[src/rtl/srm_pkg.sv]
`default_nettype none
// ============================================================================
//  Module      : srm_pkg
//  Description : Shared constants for the simple RISC controller: opcode and
//                op-field codes, FSM state encoding and writeback mux codes.
//  Revision    : 1.0 - initial release
// ============================================================================
package srm_pkg;

  // Instruction field widths
  localparam int DATA_W = 16;
  localparam int REG_W  = 3;

  // Opcode field [15:13]
  localparam logic [2:0] OP_MOV = 3'b110;
  localparam logic [2:0] OP_ALU = 3'b101;

  // op field [12:11] under OP_MOV
  localparam logic [1:0] MOV_REG = 2'b00;
  localparam logic [1:0] MOV_IMM = 2'b10;

  // op field [12:11] under OP_ALU
  localparam logic [1:0] ALU_ADD = 2'b00;
  localparam logic [1:0] ALU_CMP = 2'b01;
  localparam logic [1:0] ALU_AND = 2'b10;
  localparam logic [1:0] ALU_MVN = 2'b11;

  // Controller state encoding
  localparam logic [2:0] S_WAIT   = 3'd0;
  localparam logic [2:0] S_DECODE = 3'd1;
  localparam logic [2:0] S_GETA   = 3'd2;
  localparam logic [2:0] S_GETB   = 3'd3;
  localparam logic [2:0] S_ALU    = 3'd4;
  localparam logic [2:0] S_WREG   = 3'd5;
  localparam logic [2:0] S_WIMM   = 3'd6;

  // Writeback source select
  localparam logic [1:0] VSEL_C    = 2'b00;
  localparam logic [1:0] VSEL_IMM8 = 2'b10;

  // True for MOV Rn,#imm8
  function automatic logic is_movi(input logic [2:0] opcode, input logic [1:0] op);
    return (opcode == OP_MOV) && (op == MOV_IMM);
  endfunction

endpackage
`default_nettype wire

[src/rtl/srm_decoder.sv]
`default_nettype none
// ============================================================================
//  Module      : srm_decoder
//  Description : Combinational field extraction and sign extension of the
//                latched instruction word.
//  Revision    : 1.0 - initial release
// ============================================================================
module srm_decoder
  import srm_pkg::*;
(
  input  logic [DATA_W-1:0] i_instr,
  output logic [2:0]        o_opcode,
  output logic [1:0]        o_op,
  output logic [REG_W-1:0]  o_rn,
  output logic [REG_W-1:0]  o_rd,
  output logic [REG_W-1:0]  o_rm,
  output logic [1:0]        o_shift,
  output logic [DATA_W-1:0] o_sximm8,
  output logic [DATA_W-1:0] o_sximm5
);

  // Field slicing; the shift field is meaningless for MOV immediate, so it is
  // forced to "no shift" there to keep the datapath shifter idle.
  always_comb begin
    o_opcode = i_instr[15:13];
    o_op     = i_instr[12:11];
    o_rn     = i_instr[10:8];
    o_rd     = i_instr[7:5];
    o_rm     = i_instr[2:0];
    o_shift  = is_movi(i_instr[15:13], i_instr[12:11]) ? 2'b00 : i_instr[4:3];
    o_sximm8 = {{(DATA_W-8){i_instr[7]}}, i_instr[7:0]};
    o_sximm5 = {{(DATA_W-5){i_instr[4]}}, i_instr[4:0]};
  end

endmodule
`default_nettype wire

[src/rtl/srm_controller.sv]
`default_nettype none
// ============================================================================
//  Module      : srm_controller
//  Description : Instruction register and Moore control FSM sequencing the
//                register file and datapath strobes of the simple RISC core.
//  Revision    : 1.0 - initial release
// ============================================================================
module srm_controller
  import srm_pkg::*;
(
  input  logic              clk,
  input  logic              reset_n,
  input  logic              load,
  input  logic              s,
  input  logic [DATA_W-1:0] in,
  output logic              w,
  output logic [REG_W-1:0]  readnum,
  output logic [REG_W-1:0]  writenum,
  output logic              write,
  output logic              loada,
  output logic              loadb,
  output logic              loadc,
  output logic              loads,
  output logic              asel,
  output logic              bsel,
  output logic [1:0]        vsel,
  output logic [1:0]        ALUop,
  output logic [1:0]        shift,
  output logic [DATA_W-1:0] sximm8,
  output logic [DATA_W-1:0] sximm5
);

  logic [2:0]        r_state;
  logic [2:0]        w_next_state;
  logic [DATA_W-1:0] r_instr;

  logic [2:0]        w_opcode;
  logic [1:0]        w_op;
  logic [REG_W-1:0]  w_rn;
  logic [REG_W-1:0]  w_rd;
  logic [REG_W-1:0]  w_rm;

  logic              w_idle;
  logic              w_is_cmp;
  logic              w_is_mov_type;

  srm_decoder u_decoder (
    .i_instr  (r_instr),
    .o_opcode (w_opcode),
    .o_op     (w_op),
    .o_rn     (w_rn),
    .o_rd     (w_rd),
    .o_rm     (w_rm),
    .o_shift  (shift),
    .o_sximm8 (sximm8),
    .o_sximm5 (sximm5)
  );

  assign w_idle        = (r_state == S_WAIT);
  assign w_is_cmp      = (w_opcode == OP_ALU) && (w_op == ALU_CMP);
  // MOV reg and MVN have no A operand; the ALU sees zero on that side.
  assign w_is_mov_type = ((w_opcode == OP_MOV) && (w_op == MOV_REG)) ||
                         ((w_opcode == OP_ALU) && (w_op == ALU_MVN));
  assign ALUop         = w_op;

  // Instruction register: only accepts a new word while idle.
  always_ff @(posedge clk) begin
    if (!reset_n) begin
      r_instr <= '0;
    end else if (load && w_idle) begin
      r_instr <= in;
    end
  end

  // State register; reset lands in WAIT so any in-flight write is dropped.
  always_ff @(posedge clk) begin
    if (!reset_n) begin
      r_state <= S_WAIT;
    end else begin
      r_state <= w_next_state;
    end
  end

  // Next-state logic.
  always_comb begin
    w_next_state = S_WAIT;
    case (r_state)
      S_WAIT:   w_next_state = s ? S_DECODE : S_WAIT;
      S_DECODE: begin
        if (is_movi(w_opcode, w_op)) begin
          w_next_state = S_WIMM;
        end else if (w_opcode == OP_MOV && w_op == MOV_REG) begin
          w_next_state = S_GETB;
        end else if (w_opcode == OP_ALU) begin
          w_next_state = (w_op == ALU_MVN) ? S_GETB : S_GETA;
        end else begin
          w_next_state = S_WAIT;
        end
      end
      S_GETA:   w_next_state = S_GETB;
      S_GETB:   w_next_state = S_ALU;
      S_ALU:    w_next_state = w_is_cmp ? S_WAIT : S_WREG;
      S_WREG:   w_next_state = S_WAIT;
      S_WIMM:   w_next_state = S_WAIT;
      default:  w_next_state = S_WAIT;
    endcase
  end

  // Moore outputs decoded from the current state.
  always_comb begin
    w        = 1'b0;
    readnum  = '0;
    writenum = '0;
    write    = 1'b0;
    loada    = 1'b0;
    loadb    = 1'b0;
    loadc    = 1'b0;
    loads    = 1'b0;
    asel     = 1'b0;
    bsel     = 1'b0;
    vsel     = VSEL_C;
    case (r_state)
      S_WAIT: w = 1'b1;
      S_GETA: begin
        readnum = w_rn;
        loada   = 1'b1;
      end
      S_GETB: begin
        readnum = w_rm;
        loadb   = 1'b1;
      end
      S_ALU: begin
        loadc = 1'b1;
        asel  = w_is_mov_type;
        loads = w_is_cmp;
      end
      S_WREG: begin
        writenum = w_rd;
        write    = 1'b1;
        vsel     = VSEL_C;
      end
      S_WIMM: begin
        writenum = w_rn;
        write    = 1'b1;
        vsel     = VSEL_IMM8;
      end
      default: ;
    endcase
  end

endmodule
`default_nettype wire

[config.mk]
export PLATFORM = sky130hd
export DESIGN_NAME = srm_controller
export DESIGN_NICKNAME = d
export VERILOG_FILES = /design/src/rtl/srm_pkg.sv /design/src/rtl/srm_decoder.sv /design/src/rtl/srm_controller.sv
export SDC_FILE = /design/constraint.sdc
export NUM_CORES = 1
export LEC_CHECK = 0
export CORE_MARGIN = 5
export CORE_UTILIZATION = 40
export DETAILED_ROUTE_END_ITERATION = 10
export GPL_TIMING_DRIVEN = 0
export HOLD_SLACK_MARGIN = 0.12
export MAX_ROUTING_LAYER = met4
export PLACE_DENSITY = 0.94
export SKIP_CTS_REPAIR_TIMING = 1
export SYNTH_ARGS = -nofsm -noshare
export SYNTH_HDL_FRONTEND = slang
export SYNTH_SLANG_ARGS = --single-unit
[constraint.sdc]
create_clock -name clk -period 2.4 [get_ports clk]
set_input_delay 0.24 -clock clk [delete_from_list [all_inputs] [get_ports clk]]
set_output_delay 0.24 -clock clk [all_outputs]
set_load 0.1 [all_outputs]
### After elaboration in Yosys (flattened, before gate mapping)

Cells that the tools add are included.
Widths: inputs -> output; s select.

* register bits after elaboration: 19
* input bits: 20

* equality and inequality tests: 11
* multiplexer cells: 18
* reductions and logical operators: 9

Operators with widths (number)
* $eq 3x3->1 const B: 5
* $pmux 3 s5: 1
* $pmux 3 s2: 2
* $mux 1: 9
* $mux 2: 4
* $eq 3x2->1 const B: 2
* $mux 3: 2
* $logic_and 1x1->1: 5
* $eq 2x2->1 const B: 2
* $eq 3x1->1 const B: 1
* $logic_not 3->1: 1
* $eq 2x1->1 const B: 1
* $logic_not 2->1: 1
* $reduce_or 2->1: 1
* $logic_or 1x1->1: 1

### Depth between registers and ports, before layout

Gate-level depths: netlist of the first run.

* depth after elaboration: 6
* mapped depth: 6

### By module

From an unflattened synthesis of the first run, not the netlist that was laid out.

* cells, all modules: 167
* area, all modules: 1367.6 um2

Modules (own cells, without submodules)
* srm_controller: instances 1, cells each 117, area each 987.2 um2, sequential area each 380.4 um2
* srm_decoder: instances 1, cells each 50, area each 380.4 um2, sequential area each 0.0 um2

### Worst setup path before layout of the first run

OpenSTA, ideal clock, no wires.

* kind: reg2out
* start point: reg r_state[2]
* end point: out loads
* arrival: 4112 ps
* slack: -1952 ps
* stages on the path, launching flop included: 4
* path buffers: 1
* path through: dfxtp_1 -> buf_2 -> nor3b_2 -> nor3b_1

* longest elaborated chain between the ends: 2

Ends and longest elaborated chain
* start: declaration: RTL line srm_controller.sv:33 `logic [2:0] r_state;`
* start signal: assignment: RTL line srm_controller.sv:80 `r_state <= w_next_state;`
* $eq 3x3->1: RTL line srm_controller.sv:122 `case (r_state)`
* $mux 1: RTL line srm_controller.sv:122
* end: declaration: RTL line srm_controller.sv:23 `output logic loads,`

No other way between the ends.

### Final worst setup path of the first run

* start point: reg r_instr[12]
* end point: out ALUop[1]

RTL lines
* start: declaration: RTL line srm_controller.sv:35 `logic [DATA_W-1:0] r_instr;`
* start signal: assignment: RTL line srm_controller.sv:71 `r_instr <= in;`
* end: declaration: RTL line srm_controller.sv:27 `output logic [1:0] ALUop,`

No word-level cell between the ends.

==> impl.org, run 1 <==
** Run status
- The run finished with clean final reports.

** Critical path
- The endpoint identified for the worst register-to-register timing path is r_instr[12]$_SDFFE_PN0P_.
- Largest delay share family, worst path :: buffers and inverters
- Critical Path Sink Type :: output pin
- For the worst setup path, the data required time is 2.16 ns.
- Worst-path fanout max :: 7
- CP max-delay cell :: clkdlybuf4s50_1
- Reg2Reg Depth :: 5
- Traced cell by cell, the critical path runs through buf_4 -> clkdlybuf4s50_1.
- STA classifies the critical path startpoint as a flop.
- Critical path start-end classification :: flop to output pin
- The worst register-to-register path has a setup slack of 0.93 ns.
- In this run the critical register-to-register path is launched from r_state[1]$_SDFF_PN0_.
- Largest stage delay on the critical path :: 1.11 ns
- Worst EP arrival :: 2.07 ns
- Buffers & Inverters on Critical Path :: 2
- The critical path runs through a total of 2 cells.

** Logic synthesis
- Sequential cells were found to cover 31.1% of the synthesized design area.
- The synthesized design contains 19 register bits.
- Ranked by instance count, the synthesized netlist is headed by buf_4 (36), nand2_1 (35), dfxtp_1 (19).
- Summing every instance area after synthesis gives 0.00122 mm2.
- Counting flops with a built-in enable in the synthesized netlist gives 0.
- Count leader, synth :: buf_4
- Synthesized area divided by synthesized cell count :: 8.03 um2
- The synthesized design devotes to its leading area cell type 31.1% of total area.
- Cell accounting for the most synthesized area :: dfxtp_1
- Of all flip-flops after synthesis, the portion carrying an async set or reset was 0%.
- Predominant post-synthesis flop cell :: dfxtp_1
- After technology mapping, the gate count stands at 152.
- Counting distinct cell types in the post-synthesis netlist gives 29.
- Dominant cells by area after synthesis :: dfxtp_1 (31%), buf_4 (22%), nand2_1 (11%), a21boi_1 (6.1%), a21boi_0 (4.3%)
- Number of warnings reported in the yosys synthesis log :: 0

** GRT
- First-pass GRT wire length :: 5580 um
- Total congestion overflow after global routing :: 0
- Entering global routing, the biggest net connects 16 pins.
- The number of antenna violations at the first check in global routing is 0.
- Global routing consumed, over all layers together, 17.1% of the routing resources.
- The via count of the first global-routing pass was 1225.

** Timing
- Maximum clock skew at final layout :: 0.000904 ns
- Setup repair after global routing left no endpoint under its margin.
- Post-route clock period utilization :: 96.2%
- For this run, the top clock speed supported by timing is 0.433 GHz.
- Setup violations remaining at the end of the flow were counted as 0.
- Worst slew pin tran :: 0.986 ns
- Worst max-slew margin expressed relative to the limit :: 34.1%
- Minimum period implied by the final worst setup slack :: 2.31 ns
- Aggregate negative setup slack :: 0 ns
- Total count of hold-check failures in the final report :: 0
- Max-slew violation total from the final report :: 0

** Finish
- At the end of the flow, the number of nets in the layout was 247.
- Non-filler cells in the finished layout :: 259
- From synthesis to final layout, the design area changed by 66.1%.
- With fillers left out, the area of the finished cells amounts to 0.00203 mm2.
- The number of antenna diodes in the final layout is 0.
- Layout cell share with drive strength beyond 1 :: 27.0%
- Cells fill 68.1% of the core in the end.

** Placement
- Port buffering added 69 buffers.
- Sum of net half-perimeters after detailed placement :: 2700 um
- Placement-stage cell area :: 0.00198 mm2
- Number of instances in the placed design :: 255
- The congestion estimate from routability-driven global placement came to 0.735.

** Power and ir drop
- Power density over cell area :: 502 mW/mm2
- Share of power burned in registers :: 35.1%
- Net switching power :: 0.469 mW
- The worst-case IR drop observed on VDD is 0.000286 V.
- The clock network is responsible for 15.4% of the overall power.
- Pleak :: 1.29 nW
- Cell-internal power :: 0.549 mW
- Combinational cells account for 49.5% of the total power.
- Net switching is 46.0% of the power.

** Job
- Across the run, the number of max-cap violations was 0.

** Min path
- Worst Hold Depth :: 3
- Classification of the worst-slack hold path :: input pin to flop
- The startpoint identified for the worst hold timing path is in[0].
- The worst hold path terminates at r_instr[0]$_SDFFE_PN0P_.

** CTS
- Root Driver :: clkbuf_4
- At the later pin of the worst-skew pair, clock insertion delay measures 0.29 ns.
- Clock net sink count :: 19
- Maximum root-to-sink buffer count :: 2
- Worst-path clk slew :: 0.10 ns
- CTS built an H-tree with a depth of 1.
- Clock buffer count from CTS :: 3
- Clock tree from TritonCTS :: yes

** Die
- Initial Utilization :: 41.0%
- The floorplan step defined a die boundary enclosing 0.00426 mm2.
- Vertical extent of the die :: 65.3 um
- In this run the count of I/O pins placed on the die edge is 72.
- Horizontal die dimension :: 65.3 um
- Row generation in the floorplan step produced 20 rows.
- After floorplanning, the core was sized to cover 0.00298 mm2.

** Drt
- Post-DRT Antenna Nets :: 0
- After detailed routing, the average wire length per cell comes to 13.5 um.
- Total length of routed wires :: 3500 um
- Number of design-rule violations left by the first detailed-router iteration :: 70
- Dividing the detail-routed via count by the number of cells gives 4.69.
- In the routed design, unresolved DRC markers number 0.
- The final route contains 1216 vias.
- For this run, the detailed router's first-pass iteration total came to 4.
==> cell usage in the layout, fill, tap and decap left out, types with 2 or more instances in the layout <==
master           netlist  final
a21boi_0               7      7
a21boi_1              10     10
a22o_2                 0      3
a22oi_1                3      3
and2_1                 3      3
and2b_1                2      2
buf_4                 36     37
buf_6                  2      2
clkbuf_1               1      2
clkbuf_2               0     10
clkbuf_4               0      3
clkdlybuf4s50_1        0     31
conb_1                 1      2
dfxtp_1               19     19
dlymetal6s2s_1         0     28
nand2_1               35     35
nor2b_1                8      8
nor3b_4                0      2
o21ai_0                4      4
==> worst reg2reg max path: stages, from the launching register on <==
cell and delay, ns:
dfxtp_1 0.57, nor3_4 0.09, nand2_1 0.23, buf_2 0.27
nand2_1 0.09, a21boi_1 0.16
==> registers in the layout, indices dropped and copies added, names as in the netlist <==
signal   cells
r_instr     16
r_state      3
==> cells by family after synthesis <==
| group | share of synthesized area (%) |
|---|---|
| AO/OA/AOI/OAI | 18.8 |
| buffers and inverters | 25.4 |
| flip-flops | 31.1 |
| other | 0.307 |
| AND/OR/NAND/NOR | 24.4 |
==> metal layers <==
metal | track usage, % | wire length, um | vias up
met5 | - | 0 | -
met4 | 5.18 | 46 | 0
met3 | 4.96 | 175 | 6
met2 | 31.6 | 1950 | 38
met1 | 17.3 | 1320 | 558
li1 | - | - | 614
==> power groups by stage <==
stage / registers [mW] / logic [mW] / clock network (mW)
floorplan: 0.358 / 0.393 / 0
global placement: 0.364 / 0.503 / 0
detailed placement: 0.365 / 0.508 / 0
CTS: 0.358 / 0.509 / 0.165
global route: 0.362 / 0.521 / 0.174
finish: 0.358 / 0.504 / 0.156
==> cell type report <==
class                      count  area [um2]
sequential                    19         380
tap                           33        41.3
fill                         242         950
inverter                       1        3.75
multi-input combinational     92         557
timing repair buffer          69         711
clock buffer                   4        26.3
buffer                        41         309
==> metrics by stage <==
| step | power, mW | hold slack [ns] | setup WS [ns] |
|---|---|---|---|
| after floorplan | 0.751 | 0.375 | -0.219 |
| after global placement | 0.866 | 0.467 | -0.143 |
| after detailed placement | 0.873 | 0.484 | -0.164 |
| after CTS | 1.03 | 0.472 | -0.518 |
| after global routing | 1.06 | 0.485 | 0.0136 |
| final | 1.02 | 0.483 | 0.0902 |
==> how the worst max path moves through the flow <==
stage | startpoint | end | slack [ns]
after global placement | r_state[1]$_SDFF_PN0_ | readnum[1] | -0.14
after detailed placement | r_state[1]$_SDFF_PN0_ | readnum[2] | -0.16
after floorplan | r_state[2]$_SDFF_PN0_ | loads | -0.22
after CTS | r_state[1]$_SDFF_PN0_ | readnum[1] | -0.52
final | r_instr[12]$_SDFFE_PN0P_ | ALUop[1] | 0.09
after global routing | r_state[1]$_SDFF_PN0_ | vsel[1] | 0.01
No activity file was read; power rests on OpenSTA's default activity.
==> run 2: changes to the inputs <==
- ABC_AREA: default -> 1
- CORE_UTILIZATION: 40 -> 39
- CTS_CLUSTER_SIZE: default -> 12
- PLACE_DENSITY: 0.94 -> 0.93
==> impl.org, run 2 <==
** Drt
- The total wirelength of the detailed-routed design was 3440 um (-1.6%).
- The detail-routed via count per cell is 4.74 (+0.91%).
- The length of the first detailed-routing pass in iterations is 4 (unchanged).
- The post-route DRC violation count was 0 (unchanged).
- Post-DRT Antenna Nets :: 0 (unchanged)
- Average detailed-routed wire length per instance :: 12.9 um (-4.6%)
- Via total after detailed routing :: 1265 (+4.0%)
- The violation count after the first detailed-route iteration came to 51 (-27%).

** Finish
- The number of diodes added for antenna fixing came to 0 (unchanged).
- Top register by number of flip-flops :: r_instr
- Number of nets in the finished design :: 257 (+4.0%)
- In the layout the commonest cells are dlymetal6s2s_1 (38), buf_4 (36), clkdlybuf4s50_1 (31).
- Area growth from synthesis to layout :: 75.6%
- Largest register FFs :: 16 (unchanged)
- In the final layout, the registers with the most flip-flops are r_instr: 16 flops, r_state: 3 flops.
- Layout cell share with drive strength beyond 1 :: 22.0% (-5.0 points)
- Post-route standard cell area excluding fillers :: 0.00205 mm2 (+0.99%)
- Leaving out fill and tap cells, the most frequent cell in the layout is dlymetal6s2s_1.

** Placement
- The number of port buffers came to 69 (unchanged).
- The routability congestion estimate from global placement is 0.848 (+15%).
- The post-detailed-placement half-perimeter wirelength is 2690 um (-0.38%).
- The cell area reported after detailed placement was 0.00193 mm2 (-2.8%).

** CTS
- The number of buffers on the longest clock path is 2 (unchanged).
- TritonCTS built the clock tree.
- The total clock buffers created by CTS was 3 (unchanged).
- Worst-path clk slew :: 0.10 ns (about the same)
- Clock net sink count :: 19 (unchanged)
- H-Tree Level Count :: 1 (unchanged)
- Worst skew pair latency :: 0.30 ns (about the same)
- Root Driver :: clkbuf_4

** Timing
- Worst max-slew margin expressed relative to the limit :: 32.0% (-2.2 points)
- Worst slew pin tran :: 1.02 ns (+0.0325 ns)
- The clock period minus worst slack is 2.32 ns (+0.00808 ns).
- Max Clock Freq :: 0.431 GHz (-0.35%)
- The worst clock skew on the final layout came to 0.000947 ns (+0.0000424 ns).
- Setup-failing EPs final :: 0 (unchanged)
- Setup repair after global routing left no endpoint under its margin.
- Max-slew violation total from the final report :: 0 (unchanged)
- Total count of hold-check failures in the final report :: 0 (unchanged)
- Post-route clock period utilization :: 96.6% (+0.34 points)

** Die
- The number of primary I/O pins came to 72 (unchanged).
- The number of standard-cell rows in the floorplan was 19 (-5.0%).
- The die span in x came to 64.7 um (-0.88%).
- Initial Utilization :: 41.6% (+0.56 points)
- The y dimension of the die is 64.7 um (-0.88%).
- The area of the core region is 0.00281 mm2 (-5.8%).
- The die outline area was 0.00418 mm2 (-1.8%).

** GRT
- Pin count of the biggest net entering global routing :: 15 (-1)
- Total congestion overflow after global routing :: 0 (unchanged)
- First-pass GRT wire length :: 5210 um (-6.7%)
- The via count of the first global-routing pass came to 1216 (-0.73%).
- Initial antenna violation count :: 0 (unchanged)
- The total routing usage reported by global routing is 16.1% (-1.0 points).

** Logic synthesis
- The unique cell type count in the Yosys netlist was 21 (-28%).
- The post-synthesis instance area was 0.00117 mm2 (-4.5%).
- The count of synthesis-stage warnings from yosys is 0 (unchanged).
- The most common cell in the synthesized netlist is buf_4.
- Count of flip-flops with a built-in enable after synthesis :: 0 (unchanged)
- The sequential share of the synthesized area came to 32.6% (+1.5 points).
- The async set-reset flop share out of synthesis came to 0% (unchanged).
- Count of mapped cells out of synthesis :: 162 (+6.6%)
- The area share of the leading cell type in the synthesized netlist came to 32.6% (+1.5 points).
- For this run, the leading register cell type out of synthesis is dfxtp_1.
- The number of flip-flops and latches in the synthesized netlist came to 19 (unchanged).
- Dominant cells by area after synthesis :: dfxtp_1 (33%), buf_4 (23%), a21oi_1 (7.7%), inv_1 (6.8%), nand2_1 (5.8%)
- Cell accounting for the most synthesized area :: dfxtp_1
- Synthesized area divided by synthesized cell count :: 7.20 um2 (-10%)
- Leading post-synthesis cells by instance count :: buf_4 (36), inv_1 (21), dfxtp_1 (19)

** Min path
- The worst hold path belongs to the class flop to flop.
- End of the worst hold path :: r_instr[14]$_SDFFE_PN0P_
- Worst Hold Depth :: 2 (-1)
- The startpoint identified for the worst hold timing path is r_instr[14]$_SDFFE_PN0P_.

** Critical path
- The worst setup path is captured at an output pin.
- The data arrival time of the critical path was 2.08 ns (about the same).
- Worst reg2reg setup slack :: 1.04 ns (+0.11 ns)
- In this run the critical register-to-register path is captured at r_instr[4]$_SDFFE_PN0P_.
- The worst setup path is launched from a flop.
- Required time at the endpoint of the critical path :: 2.16 ns (about the same)
- Reg2Reg Depth :: 6 (+1)
- In this run the critical register-to-register path is launched from r_state[0]$_SDFF_PN0_.
- By startpoint and endpoint, the worst setup path is classified as flop to output pin.
- The largest fanout on the critical path came to 5 (-2).

** Power and ir drop
- The largest voltage drop on the vdd net came to 0.000393 V (+38%).
- Pleak :: 1.46 nW (+13%)
- Total power after layout :: 1.19 mW (+17%)
- The power density over cell area was 581 mW/mm2 (+16%).

** Job
- Number of maximum-capacitance violations :: 0 (unchanged)

** Run status
- The run finished with clean final reports.
## run 2: area by class of cell
class                           count  area (um2)
Buffer                             39         297
Clock inverter                      1        5.00
Timing Repair Buffer               69         786
Inverter                           23        86.3
Clock buffer                        3        22.5
Fill cell                         209         757
Tap cell                           31        38.8
Sequential cell                    19         380
Multi-Input combinational cell     82         433
## run 2: routing by layer
| layer | vias up | share of wire (%) | global-route usage, % | wire length, um |
|---|---|---|---|---|
| li1 | 632 | - | - | - |
| met1 | 575 | 39 | 16.2 | 1330 |
| met5 | - | 0 | - | 0 |
| met2 | 51 | 52 | 28.9 | 1800 |
| met3 | 7 | 7.0 | 4.15 | 240 |
| met4 | 0 | 1.8 | 7.65 | 61 |
## run 2: logic make-up (layout without fill, tap and decap cells)
group / after synthesis / in the layout / share of synthesized area (%)
compound gates: 39 / 39 / 18.2
simple gates: 41 / 41 / 16.0
other cells: 1 / 2 / 0.322
buf+inv: 62 / 135 / 32.8
flops: 19 / 19 / 32.6
## run 2: power by group
part,switching [mW],internal (mW)
registers,0.0228,0.338
logic,0.480,0.186
clock network,0.101,0.0623
total,0.604,0.587
## run 2: critical path: stages, from the launching register on
cell and delay, ns:
dfxtp_1 0.38, inv_1 0.17, nand3_1 0.22, o22ai_1 0.22
dlymetal6s2s_1 0.79
## run 2: worst max-delay path by stage
stage                          start         end  slack, ns  depth (start not counted)
6_report       r_state[2]$_SDFF_PN0_  readnum[0]       0.08                          4
5_1_grt        r_state[2]$_SDFF_PN0_  readnum[0]      0.009                          4
4_1_cts        r_state[2]$_SDFF_PN0_  readnum[2]      -0.33                          4
3_5_place_dp   r_state[2]$_SDFF_PN0_  readnum[2]       0.02                          4
3_3_place_gp   r_state[2]$_SDFF_PN0_  readnum[0]       0.09                          4
2_1_floorplan  r_state[2]$_SDFF_PN0_  readnum[0]       0.01                          3
## run 2: metrics by stage
stage / std cells / setup TNS, ns / util, % / hold slack, ns / worst slack [ns]
2_1_floorplan: 163 / 0 / - / 0.378 / 0.0107
3_3_place_gp: 263 / 0 / 68.6 / 0.463 / 0.0908
3_5_place_dp: 263 / 0 / 68.6 / 0.472 / 0.0151
4_1_cts: 267 / -3.35 / 69.6 / 0.489 / -0.326
5_1_grt: 267 / 0 / 73.0 / 0.514 / 0.00888
6_report: 267 / 0 / 73.0 / 0.493 / 0.0821
